==> src/rtl/maverickOne_pkg.sv <==
// Shared definitions for the maverickOne issue logic: register-file size and
// the lock tracker's FSM state type.
package maverickOne_pkg;

  localparam int NUM_REGS = 64;

  typedef enum logic {
    IDLE    = 1'b0,
    BLOCKED = 1'b1
  } reg_lock_state_t;

endpackage

==> src/rtl/reg_lock_tracker_count_ones.sv <==
// Parametric population count, used to report how many registers are locked.
module count_ones #(
  parameter int W  = 64,
  parameter int CW = $clog2(W + 1)
) (
  input  logic [W-1:0]  vec,
  output logic [CW-1:0] cnt
);

  always_comb begin
    cnt = '0;
    for (int i = 0; i < W; i++) begin
      cnt = cnt + CW'(vec[i]);
    end
  end

endmodule

==> src/rtl/reg_lock_tracker.sv <==
// Registered lock vector, memory-busy flag and blocking-instruction FSM that
// close the feedback loop around the combinational reg_gnt_ckr.
module reg_lock_tracker
  import maverickOne_pkg::*;
#(
  parameter int NR  = NUM_REGS,
  parameter int NWB = 2,
  parameter int RW  = $clog2(NR),
  parameter int CW  = $clog2(NR + 1)
) (
  input  logic                   clk_i,
  input  logic                   arst_i,
  input  logic                   issue_i,
  input  logic [RW-1:0]          issue_rd_i,
  input  logic                   issue_blocking_i,
  input  logic [NR-1:0]          gnt_locks_i,
  input  logic                   gnt_mem_busy_i,
  input  logic [NWB-1:0]         wb_valid_i,
  input  logic [NWB-1:0][RW-1:0] wb_rd_i,
  input  logic                   mem_done_i,
  input  logic                   blk_done_i,
  input  logic                   flush_i,
  output logic [NR-1:0]          locks_o,
  output logic                   mem_busy_o,
  output logic [CW-1:0]          lock_cnt_o,
  output logic                   idle_o
);

  reg_lock_state_t state_q, state_d;
  logic [NR-1:0]   locks_q, locks_d;
  logic            mem_busy_q, mem_busy_d;
  logic [NR-1:0]   clr;
  logic [NR-1:0]   base;
  logic            issue_ok;

  // Issues arriving while BLOCKED are dropped entirely.
  assign issue_ok = issue_i && (state_q == IDLE);

  // NOTE: every combinational output is given a default before any branch so
  // no path leaves it unassigned, which would otherwise infer a latch.
  always_comb begin
    clr = '0;
    for (int p = 0; p < NWB; p++) begin
      if (wb_valid_i[p] && (wb_rd_i[p] != '0)) begin
        clr[wb_rd_i[p]] = 1'b1;
      end
    end
  end

  assign base = issue_ok ? gnt_locks_i : locks_q;

  always_comb begin
    locks_d = base & ~clr;
    // The new destination lock is applied after the clear so it wins on WAW.
    if (issue_ok && (issue_rd_i != '0)) begin
      locks_d[issue_rd_i] = 1'b1;
    end
    locks_d[0] = 1'b0;
    if (flush_i) begin
      locks_d = '0;
    end
  end

  always_comb begin
    mem_busy_d = mem_busy_q;
    if (flush_i) begin
      mem_busy_d = 1'b0;
    end else if (issue_ok && gnt_mem_busy_i) begin
      mem_busy_d = 1'b1;
    end else if (mem_done_i) begin
      mem_busy_d = 1'b0;
    end
  end

  always_comb begin
    state_d = state_q;
    case (state_q)
      IDLE:    if (issue_i && issue_blocking_i) state_d = BLOCKED;
      BLOCKED: if (blk_done_i) state_d = IDLE;
      default: state_d = IDLE;
    endcase
    if (flush_i) begin
      state_d = IDLE;
    end
  end

  // NOTE: state registers use non-blocking assignments so every flop samples
  // the pre-edge values regardless of process evaluation order.
  always_ff @(posedge clk_i or posedge arst_i) begin
    if (arst_i) begin
      state_q    <= IDLE;
      locks_q    <= '0;
      mem_busy_q <= 1'b0;
    end else begin
      state_q    <= state_d;
      locks_q    <= locks_d;
      mem_busy_q <= mem_busy_d;
    end
  end

  count_ones #(
    .W  (NR),
    .CW (CW)
  ) u_count_ones (
    .vec (locks_q),
    .cnt (lock_cnt_o)
  );

  // BLOCKED presents every register as locked so the checker stalls all issue.
  assign locks_o    = (state_q == BLOCKED) ? '1 : locks_q;
  assign mem_busy_o = mem_busy_q;
  assign idle_o     = (state_q == IDLE) && (locks_q == '0) && !mem_busy_q;

endmodule

==> config.mk <==
export PLATFORM = sky130hd
export DESIGN_NAME = reg_lock_tracker
export DESIGN_NICKNAME = d
export VERILOG_FILES = /design/src/rtl/maverickOne_pkg.sv /design/src/rtl/reg_lock_tracker_count_ones.sv /design/src/rtl/reg_lock_tracker.sv
export SDC_FILE = /design/constraint.sdc
export NUM_CORES = 1
export LEC_CHECK = 0
export CAP_MARGIN = 20
export CORE_MARGIN = 3
export CORE_UTILIZATION = 39
export DETAILED_ROUTE_END_ITERATION = 10
export PLACE_DENSITY_LB_ADDON = 0.3
export REMOVE_ABC_BUFFERS = 1
export SYNTH_ARGS = -nofsm -noshare
export SYNTH_HDL_FRONTEND = slang
export SYNTH_SLANG_ARGS = --single-unit
==> constraint.sdc <==
create_clock -name clk_i -period 8.5 [get_ports clk_i]
set_input_delay 2.125 -clock clk_i [delete_from_list [all_inputs] [get_ports clk_i]]
set_output_delay 2.125 -clock clk_i [all_outputs]
set_load 0.02 [all_outputs]
**Word level (Yosys, flattened, before mapping)**

Cells that the tools add are included.

- Register bits: 66
- Word-level logic and storage cells: 113

- $add $sub $neg: 63
- Order comparisons: 6
- Mux-type cells: 19
- Bitwise logic cells: 5
- Reductions and logical operators: 17

Operators by type and width:

| cell | count |
|---|---|
| $add A7 B1 Y7 | 62 |
| $mux W64 | 6 |
| $or A64 B64 Y64 | 2 |
| $and A64 B64 Y64 | 1 |
| $logic_not A64 Y1 | 1 |
| $not A64 Y64 | 1 |
| $lt A6 B7 Y1 const B | 3 |
| $demux W1 S6 | 3 |
| $ge A6 B1 Y1 const B | 3 |
| $reduce_bool A6 Y1 | 3 |
| $logic_and A1 B1 Y1 | 11 |
| $mux W1 | 9 |
| $reduce_bool A3 Y1 | 1 |
| $add A1 B1 Y2 | 1 |
| $pmux W1 S2 | 1 |
| $logic_not A1 Y1 | 1 |
| $not A1 Y1 | 1 |

**Depth between registers and ports, before layout**

- Depth after elaboration: 63
- Depth in mapped cells: 18
- Depth with buffers taken out: 18

**Hierarchy**

A second synthesis with hierarchy kept.

- Cells, all modules: 743
- Area total of the unflattened synthesis: 6661.4 µm²

By module, submodules not included:

| module | instances | cells an instance | area an instance (µm²) |
|---|---|---|---|
| reg_lock_tracker | 1 | 559 | 4884.7 |
| count_ones | 1 | 184 | 1776.7 |

**Least setup slack after synthesis**

OpenSTA, ideal clock, no wires.

- Path type: register to output
- Start: reg locks_q[36]
- End: out lock_cnt_o[5]
- Arrival: 5.870 ns
- Data required time: 6.375 ns
- Slack: 0.505 ns
- Stages on the path, launching flop included: 19
- Path through: dfrtp_1 -> inv_1 -> fa_1 -> inv_1 -> fa_1 -> fa_1 -> inv_1 -> fa_1 -> inv_1 -> fa_1 -> fa_1 -> fa_1 -> inv_1 -> fa_1 -> inv_1 -> ha_1 -> a211oi_1 -> or4b_2 -> o2111ai_1

- Word-level cells in the longest chain between the ends: 28

RTL lines:

| what | line | source |
|---|---|---|
| from (decl) | reg_lock_tracker.sv:30 | `logic [NR-1:0] locks_q, locks_d;` |
| from (signal assigned) | reg_lock_tracker.sv:96 | `locks_q <= locks_d;` |
| $add A7 B1 Y7 (28 in a row) | reg_lock_tracker_count_ones.sv:13 | `cnt = cnt + CW'(vec[i]);` |
| to (decl) | reg_lock_tracker.sv:25 | `output logic [CW-1:0] lock_cnt_o,` |

Every way passes these cells.

**Worst setup path after layout**

- Start: reg locks_q[36]
- End: out lock_cnt_o[6]

Same word-level chain as after synthesis.

==> results_dict.tcl <==
set metrics [dict create \
    pwr-share-comb_pct 78.7 \
    clkSlewWorstSetupHoldPaths_ps 60 \
    synthCells 766 \
    peakVddDrop_mv 0.893 \
    hp-start "locks_q[53]" \
    pwr_density_cell_mw_per_mm2 361 \
    cp_slowest_cell "fa_2" \
    post-route-util_pct 54.0 \
    ys_warn_count 0 \
    r2r_end "locks_q[4]" \
    cp-start-kind "flip-flop" \
    p_leak_nw 4.15 \
    pre_cts_ws_ps -256 \
    yosys-top-cells-area "dfrtp_1, fa_1, mux2i_1, o31ai_1, or2_2" \
    relSlewSlack_pct 26.5 \
    grt_overflow_total 0 \
    max_freq_ghz 0.118 \
    dieArea_mm2 0.0191 \
    cp.required_ps 6380 \
    die_height_um 138 \
    drt_iter0_markers 874 \
    seqPwrFrac_pct 10.9 \
    clock-sinks 65 \
    dr_wl_met2_um 11900 \
    grt_first_pass_wirelength_um 39600 \
    status "finished clean" \
    drive_gt1_share_pct 17.7 \
    p_total_mw 3.30 \
    area_delta_synth_final_pct 33.6 \
    cts-buffers-inserted 9 \
    route.detailed.drc 0 \
    rsz0062_at_grt "true" \
    drtAntennaViolNets 0 \
    drv_cap 0 \
    drv_slew 0 \
    yosysTopAreaCell "dfrtp_1" \
    crit_chain "inv_2 > fa_1 > inv_2 > fa_2 > inv_1 > fa_1 > fa_1 > fa_2 > fa_1 > fa_1 > fa_1 > inv_1 > fa_2 > fa_2 > a211oi_2 > o21bai_1 > a21o_1 > buf_4" \
    final_common_cell "clkdlybuf4s50_1" \
    critical_path_class "reg2out" \
    wl_per_cell_um 22.6 \
    mostFrequentLayoutCells "clkdlybuf4s50_1, inv_1, nor2_1, or2_2, dfrtp_1" \
    htreeDepth 3 \
    setup.worst_path.start "locks_q[36]" \
    cts_tree "yes" \
    ys_ff_latch 65 \
    regArea_mm2 0.00163 \
    ctsLongestPathBuffers 2 \
    num_antenna_cells 0 \
    rr_worst_depth 4 \
    dp_hpwl_um 19900 \
    wl_met3_um 2840 \
    p_switching_mw 1.59 \
    min_path_type "reg2reg" \
    grt.total_usage_pct 26.5 \
    holdWs_ps 679 \
    vias 6735 \
    post-route-period-util_pct 99.9 \
    cts_hold_buf 0 \
    wl_um 26100 \
    ios 165 \
    synth_top_area_share_pct 23.8 \
    pwr-share-clk_pct 10.3 \
    worstPathArrival_ps 6360 \
    synth.yosys.seq_area_share_pct 23.8 \
    vias_per_cell 5.85 \
    firstDrtPassIters 7 \
    fin_crit_ps 8490 \
    holdPathEnd "locks_q[53]" \
    whs_path_depth 2 \
    syn_area_mm2 0.00682 \
    intPower_mw 1.70 \
    crit_top_cell "fa_1" \
    worst_slack_ps 12.2 \
    root_buffer "clkbuf_16" \
    grt_pass1_vias 6774 \
    design.core.area_mm2 0.0169 \
    final_nets 1089 \
    skew_ps 9.44 \
    slowest_delay_ps 610 \
    io_buffers 163 \
    rows 47 \
    dr.max_layer_used "met4" \
    ys_types 51 \
    cp_max_fo 3 \
    multi_input_area_mm2 0.00460 \
    wl_met1_um 10700 \
    gp_congestion 0.920 \
    rr_startpoint "state_q" \
    antenna_found_initial 0 \
    grt_max_degree 70 \
    worst_pin_slew_ps 1090 \
    die_x_um 138 \
    clk_latency_ps 330 \
    layout.cells.non_filler 1151 \
    end_kind "output pin" \
    finalSetupViolCount 0 \
    dp.cells 1135 \
    start_util_pct 40.4 \
    switching_share_pct 48.3 \
    avgSynthCellArea_um2 8.91 \
    hold_viol 0 \
    rrSetupSlack_ps 5490 \
    fillers 1581 \
]
[cell usage after synthesis, drive strengths merged]
cell type,count
inv,91
dfrtp,65
nor2,65
or2,64
mux2i,63
nand3,58
o31ai,56
fa,53
o21ai,34
buf,32
clkbuf,31
a21o,30
nor4,17
ha,16
nand4,8
nor4b,8
o32ai,7
nand3b,6
nand4b,6
a21oi,5
and3b,5
nor2b,5
or3b,5
nor3b,4
o41ai,4
and4bb,3
nand4bb,3
nor4bb,3
a211oi,2
and2,2
nand2b,2
or3,2
or4b,2
xnor2,2
and3,1
and4b,1
nand2,1
o2111ai,1
o211ai,1
o21bai,1
xor2,1
[sequential cells by signal (all words and copies together), names as in the netlist]
| signal | flops |
|---|---|
| state_q | 1 |
| mem_busy_o | 1 |
| locks_q | 63 |
[final cells by class]
| cell class | count | area share (%) |
|---|---|---|
| well taps | 220 | 3.02 |
| repair buffers | 214 | 22.0 |
| multi-input cells | 547 | 50.5 |
| inverters | 91 | 3.75 |
| clock buffers | 14 | 2.89 |
| flip-flops and latches | 65 | 17.8 |
[through the flow]
stage	instance area, um2	TNS, ps
final	9120	0
after global routing	9120	-207
after CTS	9060	-133
after detailed placement	8800	-678
after global placement	8780	-436
after floorplan	6500	0
[power groups by stage]
stage / Sequential (mW) / Combinational [mW] / Clock (mW)
after CTS: 0.359 / 2.40 / 0.338
after global routing: 0.363 / 2.86 / 0.354
after floorplan: 0.354 / 1.49 / 0
final: 0.360 / 2.59 / 0.341
after global placement: 0.364 / 2.43 / 0
after detailed placement: 0.364 / 2.50 / 0
[worst max-delay path: cells and delay by family, from the launching register on]
family / cells / cell delay, ps
buffers and inverters: 5 / 370
adder cells (fa/ha/maj): 10 / 4820
AO/OA/AOI/OAI: 3 / 500
flip-flops: 1 / 350
[worst max-delay path by stage]
stage                          to  slack (ps)  cells after the start
CTS                 lock_cnt_o[5]        -130                     19
detailed placement  lock_cnt_o[5]        -260                     19
global placement    lock_cnt_o[5]        -190                     19
global route        lock_cnt_o[6]        -100                     18
floorplan           lock_cnt_o[5]         500                     18
finish              lock_cnt_o[6]          10                     18
[routing by layer]
| layer | GRT usage (%) | up-vias |
|---|---|---|
| met5 | 0 | - |
| met4 | 7.33 | 0 |
| met3 | 5.35 | 54 |
| met2 | 41.6 | 473 |
| met1 | 37.4 | 3233 |
| li1 | - | 2975 |
[logic make-up after synthesis]
| family | share of synthesized area [%] |
|---|---|
| mux | 9.24 |
| fa+ha+maj | 18.5 |
| compound gates | 14.3 |
| flops | 23.8 |
| buf+inv | 9.72 |
| simple gates | 24.0 |
| xor+xnor | 0.385 |
[what timing repair did]
action | CTS | global route
gates resized for setup | 23 | 20
buffers inserted | 0 | 2
pin swaps | 4 | 12
setup endpoints to repair | 6 | 5
No activity file was read; power rests on OpenSTA's default activity.
